--- config.mk ---
export PLATFORM = sky130hd
export DESIGN_NAME = rv_imem_loader
export DESIGN_NICKNAME = d
export VERILOG_FILES = /design/src/rtl/rv_imem_loader.sv
export SDC_FILE = /design/constraint.sdc
export NUM_CORES = 1
export LEC_CHECK = 0
export BUFFER_PORTS_ARGS = -buffer_cell sky130_fd_sc_hd__buf_2
export CORE_UTILIZATION = 45
export DETAILED_ROUTE_END_ITERATION = 8
export PLACE_DENSITY = 0.66
export SYNTH_ARGS = -nofsm -noshare
export SYNTH_HDL_FRONTEND = slang
export SYNTH_SLANG_ARGS = --single-unit
--- constraint.sdc ---
create_clock -name clk -period 2.75 [get_ports clk]
set_clock_uncertainty 0.05 [all_clocks]
set_input_delay 0.55 -clock clk [delete_from_list [all_inputs] [get_ports clk]]
set_output_delay 0.55 -clock clk [all_outputs]
set_load 0.05 [all_outputs]
--- src/rtl/rv_imem_loader.sv ---
// rv_imem_loader
//   Boot-time program loader for rv_cpu. Receives a little-endian byte stream
//   (16-bit word count N, then N*4 image bytes, each word LSB first), writes
//   the image into instruction memory, fills the remaining words with NOPs,
//   waits a short hold period and then releases the CPU from reset.
//
// Ports
//   clk           system clock
//   rst_n         asynchronous active-low reset
//   start         one-cycle load request (honoured in IDLE, DONE, ERR)
//   byte_valid    stream byte present
//   byte_data     stream byte
//   byte_ready    loader accepts the byte this cycle
//   imem_wr_en    IMEM write strobe
//   imem_wr_addr  word-aligned IMEM byte address
//   imem_wr_data  IMEM write data
//   cpu_rst       active-high reset to rv_cpu
//   done          load complete, CPU running
//   error         sticky: header word count larger than the IMEM
module rv_imem_loader #(
    parameter int unsigned IMEM_SIZE_WORDS = 256,
    parameter logic [31:0] NOP_WORD        = 32'h0000_0013,
    parameter int unsigned HOLD_CYCLES     = 4
) (
    input  logic        clk,
    input  logic        rst_n,
    input  logic        start,
    input  logic        byte_valid,
    input  logic [7:0]  byte_data,
    output logic        byte_ready,
    output logic        imem_wr_en,
    output logic [31:0] imem_wr_addr,
    output logic [31:0] imem_wr_data,
    output logic        cpu_rst,
    output logic        done,
    output logic        error
);

    localparam int unsigned AW = $clog2(IMEM_SIZE_WORDS) + 1;
    localparam int unsigned HW = $clog2(HOLD_CYCLES + 1);

    localparam logic [AW-1:0] SIZE_IDX = AW'(IMEM_SIZE_WORDS);
    localparam logic [AW-1:0] LAST_IDX = AW'(IMEM_SIZE_WORDS - 1);
    localparam logic [16:0]   SIZE_N   = 17'(IMEM_SIZE_WORDS);
    localparam logic [HW-1:0] HOLD_END = HW'(HOLD_CYCLES);

    typedef enum logic [2:0] {
        S_IDLE,
        S_HDR,
        S_DATA,
        S_FILL,
        S_HOLD,
        S_DONE,
        S_ERR
    } state_t;

    state_t        state_q, state_d;
    logic          hdr_cnt_q, hdr_cnt_d;
    logic [7:0]    n_lo_q, n_lo_d;
    logic [16:0]   n_q, n_d;
    logic [1:0]    byte_cnt_q, byte_cnt_d;
    logic [23:0]   shreg_q, shreg_d;
    logic [AW-1:0] word_idx_q, word_idx_d;
    logic [HW-1:0] hold_cnt_q, hold_cnt_d;

    logic          wr_en_d;
    logic [31:0]   wr_addr_d;
    logic [31:0]   wr_data_d;

    logic          xfer;
    logic [15:0]   hdr_n;
    logic [AW-1:0] idx_next;
    logic [31:0]   idx_addr;

    assign xfer     = byte_valid && byte_ready;
    assign hdr_n    = {byte_data, n_lo_q};
    assign idx_next = word_idx_q + AW'(1);
    assign idx_addr = 32'({word_idx_q, 2'b00});

    always_comb begin
        state_d    = state_q;
        hdr_cnt_d  = hdr_cnt_q;
        n_lo_d     = n_lo_q;
        n_d        = n_q;
        byte_cnt_d = byte_cnt_q;
        shreg_d    = shreg_q;
        word_idx_d = word_idx_q;
        hold_cnt_d = hold_cnt_q;
        wr_en_d    = 1'b0;
        wr_addr_d  = imem_wr_addr;
        wr_data_d  = imem_wr_data;

        case (state_q)
            S_IDLE, S_DONE, S_ERR: begin
                if (start) begin
                    state_d    = S_HDR;
                    hdr_cnt_d  = 1'b0;
                    byte_cnt_d = '0;
                    word_idx_d = '0;
                end
            end

            S_HDR: begin
                if (xfer) begin
                    if (!hdr_cnt_q) begin
                        n_lo_d    = byte_data;
                        hdr_cnt_d = 1'b1;
                    end else begin
                        n_d = 17'(hdr_n);
                        if (17'(hdr_n) > SIZE_N) begin
                            state_d = S_ERR;
                        end else if (hdr_n == '0) begin
                            state_d = S_FILL;
                        end else begin
                            state_d = S_DATA;
                        end
                    end
                end
            end

            S_DATA: begin
                if (xfer) begin
                    byte_cnt_d = byte_cnt_q + 2'd1;
                    if (byte_cnt_q == 2'd3) begin
                        // Earlier bytes sit in the low lanes, this one is the MSB.
                        wr_en_d    = 1'b1;
                        wr_addr_d  = idx_addr;
                        wr_data_d  = {byte_data, shreg_q};
                        word_idx_d = idx_next;
                        if (17'(idx_next) == n_q) begin
                            state_d = S_FILL;
                        end
                    end else begin
                        shreg_d = {byte_data, shreg_q[23:8]};
                    end
                end
            end

            S_FILL: begin
                if (word_idx_q == SIZE_IDX) begin
                    // Image filled the whole IMEM: the last write happened in
                    // this cycle, so this cycle already counts toward the hold.
                    state_d    = S_HOLD;
                    hold_cnt_d = HW'(1);
                end else begin
                    wr_en_d    = 1'b1;
                    wr_addr_d  = idx_addr;
                    wr_data_d  = NOP_WORD;
                    word_idx_d = idx_next;
                    if (word_idx_q == LAST_IDX) begin
                        state_d    = S_HOLD;
                        hold_cnt_d = '0;
                    end
                end
            end

            S_HOLD: begin
                // hold_cnt counts cycles since the final write became visible.
                if (hold_cnt_q == HOLD_END) begin
                    state_d = S_DONE;
                end else begin
                    hold_cnt_d = hold_cnt_q + HW'(1);
                end
            end

            default: state_d = S_IDLE;
        endcase
    end

    always_ff @(posedge clk or negedge rst_n) begin
        if (!rst_n) begin
            state_q      <= S_IDLE;
            hdr_cnt_q    <= 1'b0;
            n_lo_q       <= '0;
            n_q          <= '0;
            byte_cnt_q   <= '0;
            shreg_q      <= '0;
            word_idx_q   <= '0;
            hold_cnt_q   <= '0;
            byte_ready   <= 1'b0;
            imem_wr_en   <= 1'b0;
            imem_wr_addr <= '0;
            imem_wr_data <= '0;
            cpu_rst      <= 1'b1;
            done         <= 1'b0;
            error        <= 1'b0;
        end else begin
            state_q      <= state_d;
            hdr_cnt_q    <= hdr_cnt_d;
            n_lo_q       <= n_lo_d;
            n_q          <= n_d;
            byte_cnt_q   <= byte_cnt_d;
            shreg_q      <= shreg_d;
            word_idx_q   <= word_idx_d;
            hold_cnt_q   <= hold_cnt_d;
            // Status outputs are registered images of the next state.
            byte_ready   <= (state_d == S_HDR) || (state_d == S_DATA);
            imem_wr_en   <= wr_en_d;
            imem_wr_addr <= wr_addr_d;
            imem_wr_data <= wr_data_d;
            cpu_rst      <= (state_d != S_DONE);
            done         <= (state_d == S_DONE);
            error        <= (state_d == S_ERR);
        end
    end

endmodule

==> reports/qor.log <==
INFO  final_layout   antenna_cells=0
INFO  synth          synth.yosys.seq_area_share=55.1%
INFO  clock_tree     clkSlewWorstSetupHoldPaths=0.07ns
INFO  pwr            irDropWorstVdd=0.504mV
INFO  final_layout   finalNonFillerCells=678
INFO  timing         max_slew_margin=50.8%
INFO  floorplan      io_pins=81
INFO  clock_tree     clock_tree_from_tritoncts=built
INFO  timing         period_minus_slack=2.58ns
INFO  run_status     status=finished clean
INFO  timing         grt_setup_unrepaired=false
INFO  placement      placed_cells=662
INFO  pwr            p_total=0.00533W
INFO  clock_tree     cts_hold_buf=0
INFO  grt            pin_count_of_the_biggest_net_entering_global_routing=50
INFO  synth          synth_seq_cells=112
INFO  clock_tree     cts_made_buffers=9
INFO  clock_tree     cts.repair_timing.setup_buffer_count=0
INFO  timing         slew_violations=0
INFO  final_layout   final_layout_size_suffix_gt1_share=27.7%
INFO  grt            grt_usage=19.3%
INFO  drt            dr.pass1.iters=4
INFO  floorplan      horizontal_die_dimension=108µm
INFO  timing         max_slew.worst_pin.slew=0.736ns
INFO  synth          synth-edff-count=0
INFO  floorplan      area_of_the_die=0.0117mm²
INFO  grt            grt_pass1_wl=17,200µm
INFO  floorplan      die_height=108µm
INFO  pwr            power_density=923mW/mm²
INFO  pwr            p_leak=2.93nW
INFO  synth          post_synth_inst_count=477
INFO  floorplan      core.rowCount=38
INFO  drt            drt_iter0_drc=113
INFO  drt            detail_route.vias_per_cell=5.22
INFO  worst_setup_path timing.critical_path.required=2.98ns
INFO  worst_setup_path cp_max_fo=7
INFO  drt            post-route-drc-count=0
INFO  timing         setup_violations=0
INFO  timing         fin_crit_sh=93.7%
INFO  timing         achievable-frequency=0.388GHz
INFO  run            maxCapViolations=0
INFO  grt            grt_antenna_before_repair=0
INFO  timing         setup_total_negative_slack=0ns
INFO  drt            route.antenna.remaining_nets=0
INFO  synth          syn_area=0.00508mm²
INFO  clock_tree     clockRootBuffer=sky130_fd_sc_hd__clkbuf_16
INFO  synth          synth-warning-count=0
INFO  grt            grt_pass1_vias=3,474
INFO  drt            finalWirelength=10,500µm
INFO  timing         final-hold-violation-count=0
INFO  worst_setup_path crit_type=flop to flop
INFO  worst_setup_path data_arrival_critical_path=2.81ns
INFO  final_layout   nets=551
INFO  grt            globalRoute.totalOverflow=0
INFO  placement      routability_congestion=0.869
INFO  clock_tree     worst_skew_late_latency=0.35ns
INFO  clock_tree     clock_sink_count=112
INFO  clock_tree     clock_tree.buffer_depth=2
INFO  hold_path      worstHoldPathType=primary input to asynchronous set/reset pin
INFO  clock_tree     h_tree_level_count=3
INFO  synth          synth_cell_types=45
INFO  synth          synthArstFlopShare=100%
INFO  synth          commonest_register_cell_after_synthesis=sky130_fd_sc_hd__dfrtp_1
INFO  final_layout   layout-area-overhead-vs-synth=13.6%
INFO  placement      post-dp-hpwl=7250µm
INFO  drt            routedWlPerCell=15.5µm
INFO  worst_setup_path critPathCaptureType=flop
INFO  drt            routed_via_count=3,536
INFO  floorplan      core-area=0.0109mm²
INFO  synth          synthesis.area_per_instance=10.7µm²
INFO  placement      place.port_buffers=57
INFO  worst_setup_path crit_path_start_kind=flop
INFO  placement      preCtsSetupSlack=0.140ns
INFO  final_layout   n_fill_cell=1,020
INFO  floorplan      floorplan.initialDensity=46.5%
INFO  timing         final_critical_path_setup_slack=0.174ns
## metrics by stage
step           hold WS [ns]  utilization (%)  instance area, µm²
3_3_place_gp          0.395             50.0                5470
4_1_cts               0.125             52.8                5770
3_5_place_dp          0.400             50.0                5470
5_1_grt               0.145             52.8                5780
6_report              0.114             52.8                5780
2_1_floorplan         0.204                -                5170
## cell families after synthesis
| kind of cell | Yosys count | synth area share, % |
|---|---|---|
| XOR/XNOR | 15 | 2.58 |
| multiplexers | 49 | 10.8 |
| other | 1 | 0.0737 |
| AO/OA/AOI/OAI | 43 | 5.24 |
| adder cells (fa/ha/maj) | 6 | 1.48 |
| flip-flops | 112 | 55.1 |
| AND/OR/NAND/NOR | 192 | 18.1 |
| buffers and inverters | 59 | 6.57 |
## cell usage in the layout, fill, tap and decap left out, drive strengths merged, types with 2 or more instances in the layout
master,count
nor4,4
inv,13
and3,5
a211oi,2
clkbuf,11
nor2,10
nor3,8
a21oi,8
ha,6
nand3,37
o31ai,2
nand2b,5
nand2,103
dfrtp,111
mux2,48
nor4b,2
o21ai,24
or2,2
xnor2,8
clkinv,2
or3,4
nand4,4
xor2,7
buf,71
nand3b,2
conb,23
## timing repair
action                                  in CTS  in global routing
resized for setup                            0                  1
hold endpoints to repair                     0                  0
endpoints found under the setup margin       0                  4
## registers in the layout, summed over array words and instances (netlist names)
signal and cells:
shreg_q 24, hold_cnt_q 3, imem_wr_addr 9, hdr_cnt_q 1
imem_wr_en 1, byte_cnt_q 2, n_q 16, error 1
imem_wr_data 32, byte_ready 1, state_q 3, cpu_rst 1
done 1, word_idx_q 9, n_lo_q 8
## final timing paths
path	start	endpoint	slack, ns	cells after the start
max in group asynchronous	rst_n	word_idx_q[8]	1.80	2
setup / recovery	word_idx_q[1]	done	0.17	9
hold reg to reg	imem_wr_addr[9]	imem_wr_addr[9]	0.41	2
setup reg to reg	word_idx_q[1]	done	0.17	9
min in group clk	imem_wr_addr[9]	imem_wr_addr[9]	0.41	2
hold / removal	rst_n	done	0.11	1
## final cells by class
class	instances	area (µm²)	area share, %
Inverter	11	41.3	0.715
Sequential cell	112	2800	48.5
Tap cell	140	175	3.03
Clock buffer	11	253	4.38
Timing Repair Buffer	71	405	7.02
Clock inverter	5	48.8	0.845
Multi-Input combinational cell	328	2050	35.5
## Yosys cell counts, types with 2 or more instances
library cell | count | share of area, %
sky130_fd_sc_hd__o31ai_1 | 2 | 0.30
sky130_fd_sc_hd__ha_1 | 6 | 1.5
sky130_fd_sc_hd__nor2_1 | 10 | 0.74
sky130_fd_sc_hd__buf_6 | 2 | 0.44
sky130_fd_sc_hd__nor4b_2 | 2 | 0.59
sky130_fd_sc_hd__a211oi_1 | 2 | 0.30
sky130_fd_sc_hd__dfrtp_1 | 111 | 55
sky130_fd_sc_hd__nand2_1 | 103 | 7.6
sky130_fd_sc_hd__nor3_1 | 6 | 0.59
sky130_fd_sc_hd__clkbuf_1 | 15 | 1.1
sky130_fd_sc_hd__or3_1 | 4 | 0.49
sky130_fd_sc_hd__inv_1 | 11 | 0.81
sky130_fd_sc_hd__xnor2_1 | 8 | 1.4
sky130_fd_sc_hd__nand4_1 | 4 | 0.49
sky130_fd_sc_hd__nand2b_1 | 5 | 0.62
sky130_fd_sc_hd__or2_2 | 2 | 0.25
sky130_fd_sc_hd__nor4_1 | 4 | 0.49
sky130_fd_sc_hd__xor2_1 | 7 | 1.2
sky130_fd_sc_hd__and3_1 | 5 | 0.62
sky130_fd_sc_hd__mux2_2 | 48 | 11
sky130_fd_sc_hd__o21ai_0 | 24 | 2.4
sky130_fd_sc_hd__a21oi_1 | 8 | 0.79
sky130_fd_sc_hd__nor3_2 | 2 | 0.39
sky130_fd_sc_hd__nand3_1 | 36 | 3.5
sky130_fd_sc_hd__nand3b_1 | 2 | 0.30
sky130_fd_sc_hd__buf_2 | 6 | 0.59
sky130_fd_sc_hd__buf_4 | 24 | 3.5
## routing by layer
layer | GRT usage, % | routed length, µm | vias to the layer above
met3 | 4.34 | 457 | 11
met4 | 7.24 | 189 | 0
met5 | 0 | 0 | -
met2 | 31.2 | 5070 | 77
li1 | - | - | 1672
met1 | 25.5 | 4790 | 1776
## critical path: stages (launching register included)
cell and delay (ns):
sky130_fd_sc_hd__dfrtp_1 0.45, sky130_fd_sc_hd__ha_1 0.29, sky130_fd_sc_hd__and3_1 0.20, sky130_fd_sc_hd__and3_1 0.19, sky130_fd_sc_hd__ha_1 0.30, sky130_fd_sc_hd__xor2_1 0.17
sky130_fd_sc_hd__nand4_1 0.15, sky130_fd_sc_hd__a2111oi_4 0.39, sky130_fd_sc_hd__or2_2 0.19, sky130_fd_sc_hd__and3_1 0.14
## power breakdown
part           switching, W  internal [W]  total, W
combinational      0.000974      0.000625   0.00160
sequential         0.000340       0.00210   0.00244
clock              0.000614      0.000681   0.00129
total               0.00193       0.00341   0.00533
Power figures use the tool's default switching activity.
